$ cat src/rtl/sram_like_arbiter_pkg.sv
// Shared definitions for the SRAM-like port arbiter: requester IDs, command
// bundle width and the handshake lock states.
package sram_like_arbiter_pkg;

  localparam logic ARB_ID_INST = 1'b0;
  localparam logic ARB_ID_DATA = 1'b1;

  // wr(1) + size(2) + wstrb(4) + addr(32) + wdata(32)
  localparam int SRAM_CMD_W = 71;

  typedef enum logic {
    LOCK_OFF = 1'b0,
    LOCK_ON  = 1'b1
  } lock_state_t;

endpackage

$ cat src/rtl/sram_like_arbiter_id_fifo.sv
// In-order FIFO of 1-bit requester IDs for accepted-but-unanswered requests.
// Pops on an empty FIFO and pushes on a full FIFO are ignored.
module arb_id_fifo #(
  parameter int DEPTH = 2
) (
  input  logic clk,
  input  logic resetn,
  input  logic push,
  input  logic push_id,
  input  logic pop,
  output logic full,
  output logic empty,
  output logic head
);

  localparam int PW = (DEPTH > 1) ? $clog2(DEPTH) : 1;
  localparam int CW = $clog2(DEPTH + 1);
  localparam logic [PW-1:0] LAST_PTR  = PW'(DEPTH - 1);
  localparam logic [CW-1:0] DEPTH_CNT = CW'(DEPTH);

  logic [DEPTH-1:0] mem_reg, mem_next;
  logic [PW-1:0]    wr_ptr_reg, wr_ptr_next;
  logic [PW-1:0]    rd_ptr_reg, rd_ptr_next;
  logic [CW-1:0]    count_reg, count_next;
  logic             push_en, pop_en;

  assign full    = (count_reg == DEPTH_CNT);
  assign empty   = (count_reg == '0);
  assign push_en = push & ~full;
  assign pop_en  = pop & ~empty;
  assign head    = mem_reg[rd_ptr_reg];

  genvar gi;
  generate
    for (gi = 0; gi < DEPTH; gi++) begin : g_slot
      assign mem_next[gi] = (push_en && (wr_ptr_reg == PW'(gi))) ? push_id : mem_reg[gi];
    end
  endgenerate

  always_comb begin
    wr_ptr_next = wr_ptr_reg;
    rd_ptr_next = rd_ptr_reg;
    count_next  = count_reg;
    if (push_en) begin
      wr_ptr_next = (wr_ptr_reg == LAST_PTR) ? '0 : wr_ptr_reg + 1'b1;
    end
    if (pop_en) begin
      rd_ptr_next = (rd_ptr_reg == LAST_PTR) ? '0 : rd_ptr_reg + 1'b1;
    end
    case ({push_en, pop_en})
      2'b10:   count_next = count_reg + 1'b1;
      2'b01:   count_next = count_reg - 1'b1;
      default: count_next = count_reg;
    endcase
  end

  always_ff @(posedge clk or negedge resetn) begin
    if (!resetn) begin
      mem_reg    <= '0;
      wr_ptr_reg <= '0;
      rd_ptr_reg <= '0;
      count_reg  <= '0;
    end else begin
      mem_reg    <= mem_next;
      wr_ptr_reg <= wr_ptr_next;
      rd_ptr_reg <= rd_ptr_next;
      count_reg  <= count_next;
    end
  end

endmodule

$ cat src/rtl/sram_like_arbiter.sv
// Shares one SRAM-like port between the inst and data requesters, with
// handshake locking, starvation relief and in-order response routing.
module sram_like_arbiter
  import sram_like_arbiter_pkg::*;
#(
  parameter int OUTSTANDING = 2,
  parameter int STARVE_LIM  = 4
) (
  input  logic        clk,
  input  logic        resetn,
  input  logic        i_req,
  input  logic        i_wr,
  input  logic [1:0]  i_size,
  input  logic [3:0]  i_wstrb,
  input  logic [31:0] i_addr,
  input  logic [31:0] i_wdata,
  output logic        i_addr_ok,
  output logic        i_data_ok,
  output logic [31:0] i_rdata,
  input  logic        d_req,
  input  logic        d_wr,
  input  logic [1:0]  d_size,
  input  logic [3:0]  d_wstrb,
  input  logic [31:0] d_addr,
  input  logic [31:0] d_wdata,
  output logic        d_addr_ok,
  output logic        d_data_ok,
  output logic [31:0] d_rdata,
  output logic        m_req,
  output logic        m_wr,
  output logic [1:0]  m_size,
  output logic [3:0]  m_wstrb,
  output logic [31:0] m_addr,
  output logic [31:0] m_wdata,
  input  logic        m_addr_ok,
  input  logic        m_data_ok,
  input  logic [31:0] m_rdata,
  output logic        err_spurious
);

  localparam int SW = $clog2(STARVE_LIM + 1);
  localparam logic [SW-1:0] STARVE_MAX = SW'(STARVE_LIM);

  lock_state_t           lock_reg, lock_next;
  logic                  owner_reg, owner_next;
  logic [SW-1:0]         starve_reg, starve_next;
  logic                  err_reg, err_next;
  logic                  sel_id, sel_req, accept;
  logic                  fifo_full, fifo_empty, fifo_head, rsp_valid;
  logic [SRAM_CMD_W-1:0] i_cmd, d_cmd, sel_cmd;

  assign i_cmd = {i_wr, i_size, i_wstrb, i_addr, i_wdata};
  assign d_cmd = {d_wr, d_size, d_wstrb, d_addr, d_wdata};

  // A locked owner keeps the port until its command is accepted.
  always_comb begin
    sel_id = ARB_ID_INST;
    if (lock_reg == LOCK_ON) begin
      sel_id = owner_reg;
    end else if (i_req && d_req) begin
      sel_id = (starve_reg == STARVE_MAX) ? ARB_ID_INST : ARB_ID_DATA;
    end else if (d_req) begin
      sel_id = ARB_ID_DATA;
    end
  end

  assign sel_req   = (sel_id == ARB_ID_DATA) ? d_req : i_req;
  assign m_req     = sel_req & ~fifo_full;
  assign accept    = m_req & m_addr_ok;
  assign sel_cmd   = !sel_req ? '0 : ((sel_id == ARB_ID_DATA) ? d_cmd : i_cmd);
  assign {m_wr, m_size, m_wstrb, m_addr, m_wdata} = sel_cmd;
  assign i_addr_ok = accept & (sel_id == ARB_ID_INST);
  assign d_addr_ok = accept & (sel_id == ARB_ID_DATA);

  assign rsp_valid    = m_data_ok & ~fifo_empty;
  assign i_data_ok    = rsp_valid & (fifo_head == ARB_ID_INST);
  assign d_data_ok    = rsp_valid & (fifo_head == ARB_ID_DATA);
  assign i_rdata      = i_data_ok ? m_rdata : '0;
  assign d_rdata      = d_data_ok ? m_rdata : '0;
  assign err_spurious = err_reg;

  always_comb begin
    lock_next   = lock_reg;
    owner_next  = owner_reg;
    starve_next = starve_reg;
    err_next    = err_reg | (m_data_ok & fifo_empty);
    case (lock_reg)
      LOCK_OFF: begin
        if (m_req && !m_addr_ok) begin
          lock_next  = LOCK_ON;
          owner_next = sel_id;
        end
      end
      LOCK_ON: begin
        if (accept) lock_next = LOCK_OFF;
      end
      default: lock_next = LOCK_OFF;
    endcase
    // Count consecutive data grants that left inst waiting.
    if (!i_req) begin
      starve_next = '0;
    end else if (accept && sel_id == ARB_ID_INST) begin
      starve_next = '0;
    end else if (accept && starve_reg != STARVE_MAX) begin
      starve_next = starve_reg + 1'b1;
    end
  end

  always_ff @(posedge clk or negedge resetn) begin
    if (!resetn) begin
      lock_reg   <= LOCK_OFF;
      owner_reg  <= ARB_ID_INST;
      starve_reg <= '0;
      err_reg    <= 1'b0;
    end else begin
      lock_reg   <= lock_next;
      owner_reg  <= owner_next;
      starve_reg <= starve_next;
      err_reg    <= err_next;
    end
  end

  arb_id_fifo #(
    .DEPTH(OUTSTANDING)
  ) u_id_fifo (
    .clk    (clk),
    .resetn (resetn),
    .push   (accept),
    .push_id(sel_id),
    .pop    (m_data_ok),
    .full   (fifo_full),
    .empty  (fifo_empty),
    .head   (fifo_head)
  );

endmodule

$ cat config.mk
export PLATFORM = sky130hd
export DESIGN_NAME = sram_like_arbiter
export DESIGN_NICKNAME = d
export VERILOG_FILES = /design/src/rtl/sram_like_arbiter_pkg.sv /design/src/rtl/sram_like_arbiter_id_fifo.sv /design/src/rtl/sram_like_arbiter.sv
export SDC_FILE = /design/constraint.sdc
export NUM_CORES = 1
export LEC_CHECK = 0
export BUFFER_PORTS_ARGS = -buffer_cell sky130_fd_sc_hd__buf_4
export CORE_AREA = 2 2 124 126
export DETAILED_ROUTE_END_ITERATION = 8
export DIE_AREA = 0 0 126 128
export PLACE_DENSITY = 0.48
export SYNTH_ARGS = -nofsm -noshare
export SYNTH_HDL_FRONTEND = slang
export SYNTH_SLANG_ARGS = --single-unit
$ cat constraint.sdc
create_clock -name clk -period 2.22 [get_ports clk]
set_input_delay 0.111 -clock clk [delete_from_list [all_inputs] [get_ports clk]]
set_output_delay 0.111 -clock clk [all_outputs]
set_load 0.1 [all_outputs]
# == Yosys cells after proc, flatten, opt, wreduce, memory -nomap -nowiden ==
# Index checks and enable logic that the tools add are counted.
# Widths: inputs -> output; s select.
# op_classes
add_sub_neg,5
multipliers,0
n_div,0
order_cmp,1
n_eq_ne,6
shifts,0
mux,20
n_bitwise,16
reduce_logical,10
# ops
operator,n
$mux 71,2
$mux 32,2
$mux 1,11
$and 1x1->1,9
$mux 3,3
$logic_and 1x1->1,6
$not 1->1,6
$eq 2x2->1 const B,2
$pmux 2 s2,1
$add 3x1->3 const B,1
$eq 3x3->1 const B,1
$ne 3x1->1 const B,1
$ne 3x3->1 const B,1
$add 1x1->1 const B,2
$add 2x1->2 const B,1
$eq 2x1->1 const B,1
$logic_not 2->1,1
$lt 1x2->1 const B,1
$pmux 1 s2,1
$reduce_and 2->1,1
$reduce_bool 2->1,1
$sub 2x1->2 const B,1
$logic_not 1->1,1
$or 1x1->1,1
# totals
ff_bits,12
latchBits,0
mem_bits_rw,0
mem_bits_ro,0
input_bits,180
output_inout_bits,141
word_cells,67
mem_count,0

# == Depth between registers and ports, before layout ==
# logic_depth
depth_word,11
ltp_mapped,8
mapped_depth_nobuf,7

# == Modules after synthesis ==
# From an unflattened synthesis, not the netlist that was laid out.
# unflattened
cells_unflattened,373
area_unflattened_um2,2189.6
# by_module_without_submodules
mod,instances,cells_each,area_per_inst_um2,seq_area_each_um2
sram_like_arbiter,1,350,1906.8,150.1
arb_id_fifo,1,23,282.8,150.1

# == Worst setup path before layout ==
# No wires, ideal clock.
# synth_path
path_type,register to output
from,register starve_reg[0]
to,output port m_addr[29]
arrival_time_ps,2893
setup_slack_ps,-784
path_stages_with_launch,8
path_cell_list,dfrtp_1 -> inv_1 -> ha_1 -> and3_1 -> o21ai_2 -> buf_6 -> nand2_1 -> a21oi_1
# synth_between
elab_chain_cells,6
word_cells_on_any_way,7
# synth_rtl
element,line,source
from (decl),sram_like_arbiter.sv:46,"logic [SW-1:0] starve_reg, starve_next;"
from (signal assigned),sram_like_arbiter.sv:118,starve_reg <= starve_next;
$eq 3x3->1 (*),sram_like_arbiter.sv:61,sel_id = (starve_reg == STARVE_MAX) ? ARB_ID_INST : ARB_ID_DATA;
$mux 1 (*),sram_like_arbiter.sv:61,
$mux 1 (*),sram_like_arbiter.sv:60,end else if (i_req && d_req) begin
$mux 1 (*),sram_like_arbiter.sv:58,if (lock_reg == LOCK_ON) begin
$mux 71 / $mux 1 (equally long branches),"sram_like_arbiter.sv:70, sram_like_arbiter.sv:67",
$mux 71 (*),sram_like_arbiter.sv:70,assign sel_cmd = !sel_req ? '0 : ((sel_id == ARB_ID_DATA) ? d_cmd : i_cmd);
to (decl),sram_like_arbiter.sv:33,"output logic [31:0] m_addr,"
# Mark *: on every way between the ends. The rest lies on a longest branch, timed or not.

# == Final worst setup path ==
# layout_path
from,register starve_reg[0]
to,output port m_wdata[8]
# layout_between
elab_chain_cells,6
word_cells_on_any_way,7
# layout_rtl
element,line,source
$eq 3x3->1 (*),sram_like_arbiter.sv:61,
$mux 1 (*),sram_like_arbiter.sv:61,
$mux 1 (*),sram_like_arbiter.sv:60,
$mux 1 (*),sram_like_arbiter.sv:58,
$mux 71 / $mux 1 (equally long branches),"sram_like_arbiter.sv:70, sram_like_arbiter.sv:67",
$mux 71 (*),sram_like_arbiter.sv:70,
to (decl),sram_like_arbiter.sv:34,"output logic [31:0] m_wdata,"
# Marked as above.

==> qor.csv <==
metric,value,unit
instances_no_fill,882,
dr_total_vias,3771,
fill_cells,1435,
drive_above_1_share,0.643,
timing.fmax,0.456,GHz
ys_types,36,
initial_core_util,0.145,
tightest_slew,329,ps
cp-end-kind,primary output,
min_period,2190,ps
synth_area_leaders,"nand2_1 25%, and2_1 19%, a21oi_1 17%",
htreeDepth,1,
cts_inserted_buffers,3,
grt_pass1_wl,18900,um
viasPerCell,4.28,
wl_per_cell,15.5,um
cts.sinks,12,
mappedNetlistNets,560,
multi_input_area,2510,sq um
synth_warnings,0,
largest_reg_flops,3,
core-area,14900,sq um
synth_top_area_share,0.255,
nets,879,
synthToLayoutAreaGrowth,203,%
critPathRequiredTime,2110,ps
seqCellArea,300,sq um
synth_area_per_cell,5.71,sq um
cts_buffer_depth,2,
antenna_found_initial,0,
gp_congestion,0.824,
grt_overflow,0,
path_clk_slew,40,ps
drt-pass1-iter-count,6,
clk_latency,240,ps
finalSetupViolations,0,
startpoint_type,register,
drc,0,
yosysTopAreaCell,nand2_1,
drt_wl_total,13700,um
antenna_cells,0,
synthCells,377,
final_common_cell,buf_4,
drt_iter0_drc,187,
synth_ff_type,dfrtp_1,
hold_path_class,input port to register,
die_h,128,um
hold_viol_final,0,
drv_cap,0,
grt_use_total,0.141,
dp_hpwl,10100,um
cp_max_fo,14,
arrival,2080,ps
pin_count,321,
synth-edff-count,0,
rows,45,
dpl.cell_count,868,
ant_nets,0,
clock-root-buffer,clkbuf_16,
max_slew_margin,0.779,
synth_area,2150,sq um
status,"complete, no violations",
final_cell_mix,"257 x buf_4, 145 x nand2_1, 70 x a21oi_4, 46 x and2_1, 39 x buf_12",
numPortBuffers,320,
cts_tree,yes,
synth_seq_cells,12,
critical_path_class,register to primary output,
fin_skew,2.86,ps
grt_pass1_vias,3676,
grt_max_degree,57,
die_width,126,um
ys_seq_area_frac,0.139,
async_reset_ff_frac,1.00,
drv_slew,0,
dieArea,16100,sq um
min_period_over_period,0.987,
==> what timing repair did <==
item	CTS	global route
buffers inserted	0	3
pin swaps	0	6
resized for setup	78	85
hold buffers	1	0
setup endpoints to repair	71	71
gates cloned	0	7
hold endpoints to repair	12	0
==> cell usage after synthesis (2+ instances only) <==
master and n:
a21boi_1 2, a21oi_1 72, and2_1 64, buf_1 4, buf_2 8, buf_6 7, clkbuf_1 10, dfrtp_1 12
ha_1 3, inv_1 5, nand2_1 146, nand2b_1 2, nor2_1 9, nor2b_1 3, o21a_1 2, o21ai_0 2
o31ai_1 4, xnor2_1 4
==> metal layers <==
layer	up-vias	track usage	wire length, um
met1	1762	0.170	5500
li1	1842	-	-
met2	156	0.259	7170
met4	0	0.0233	123
met3	11	0.0338	912
met5	-	0	0
==> worst paths after layout <==
kind	to	start	slack [ps]	cells after the start
max	m_wdata[8]	starve_reg[0]	30	9
min	err_spurious	m_data_ok	80	2
max reg2reg	u_id_fifo.count_reg[1]	register	310	6
min reg2reg	err_spurious	err_spurious	460	1
max in group asynchronous	u_id_fifo.wr_ptr_reg	resetn	1790	2
min in group asynchronous	u_id_fifo.mem_reg[1]	resetn	270	2
==> cells by family (layout without fill, tap and decap cells) <==
kind of cell    Yosys count  in the layout  share of synthesized area
buf+inv                  35            352                     0.0918
flops                    12             12                      0.139
compound gates           89             89                      0.224
mux                       2              2                    0.00988
fa+ha+maj                 3              3                     0.0174
xor+xnor                  5              5                     0.0203
simple gates            231            231                      0.497
==> critical path, stage by stage (launching register included) <==
cell and delay [ps]:
dfrtp_1 370, inv_1 60, ha_1 220, and3_4 180, o21ai_4 180, buf_12 190
buf_12 160, nand2_1 110, a21oi_4 160, buf_8 210
==> layout make-up <==
type	count	share of cell area
multi-input cells	330	0.385
flip-flops and latches	12	0.0460
well taps	188	0.0360
inverters	5	0.00287
clock buffers	3	0.0115
repair buffers	344	0.519
==> per-stage QoR <==
stage | hold WS (ps) | TNS (ps) | util | worst slack (ps) | cell area (sq um)
finish | 83.2 | 0 | 0.440 | 28.7 | 6530
global route | 80.9 | -1310 | 0.440 | -44.6 | 6530
CTS | 82.8 | 0 | 0.404 | 4.18 | 6010
detailed placement | -36.6 | 0 | 0.379 | 198 | 5630
global placement | -38.9 | 0 | 0.379 | 212 | 5630
floorplan | -185 | -174 | - | -174 | 2980
Power is left out: the tool's default activity adds up to more than one toggle a clock period on the data nets, which glitch-free logic cannot reach.
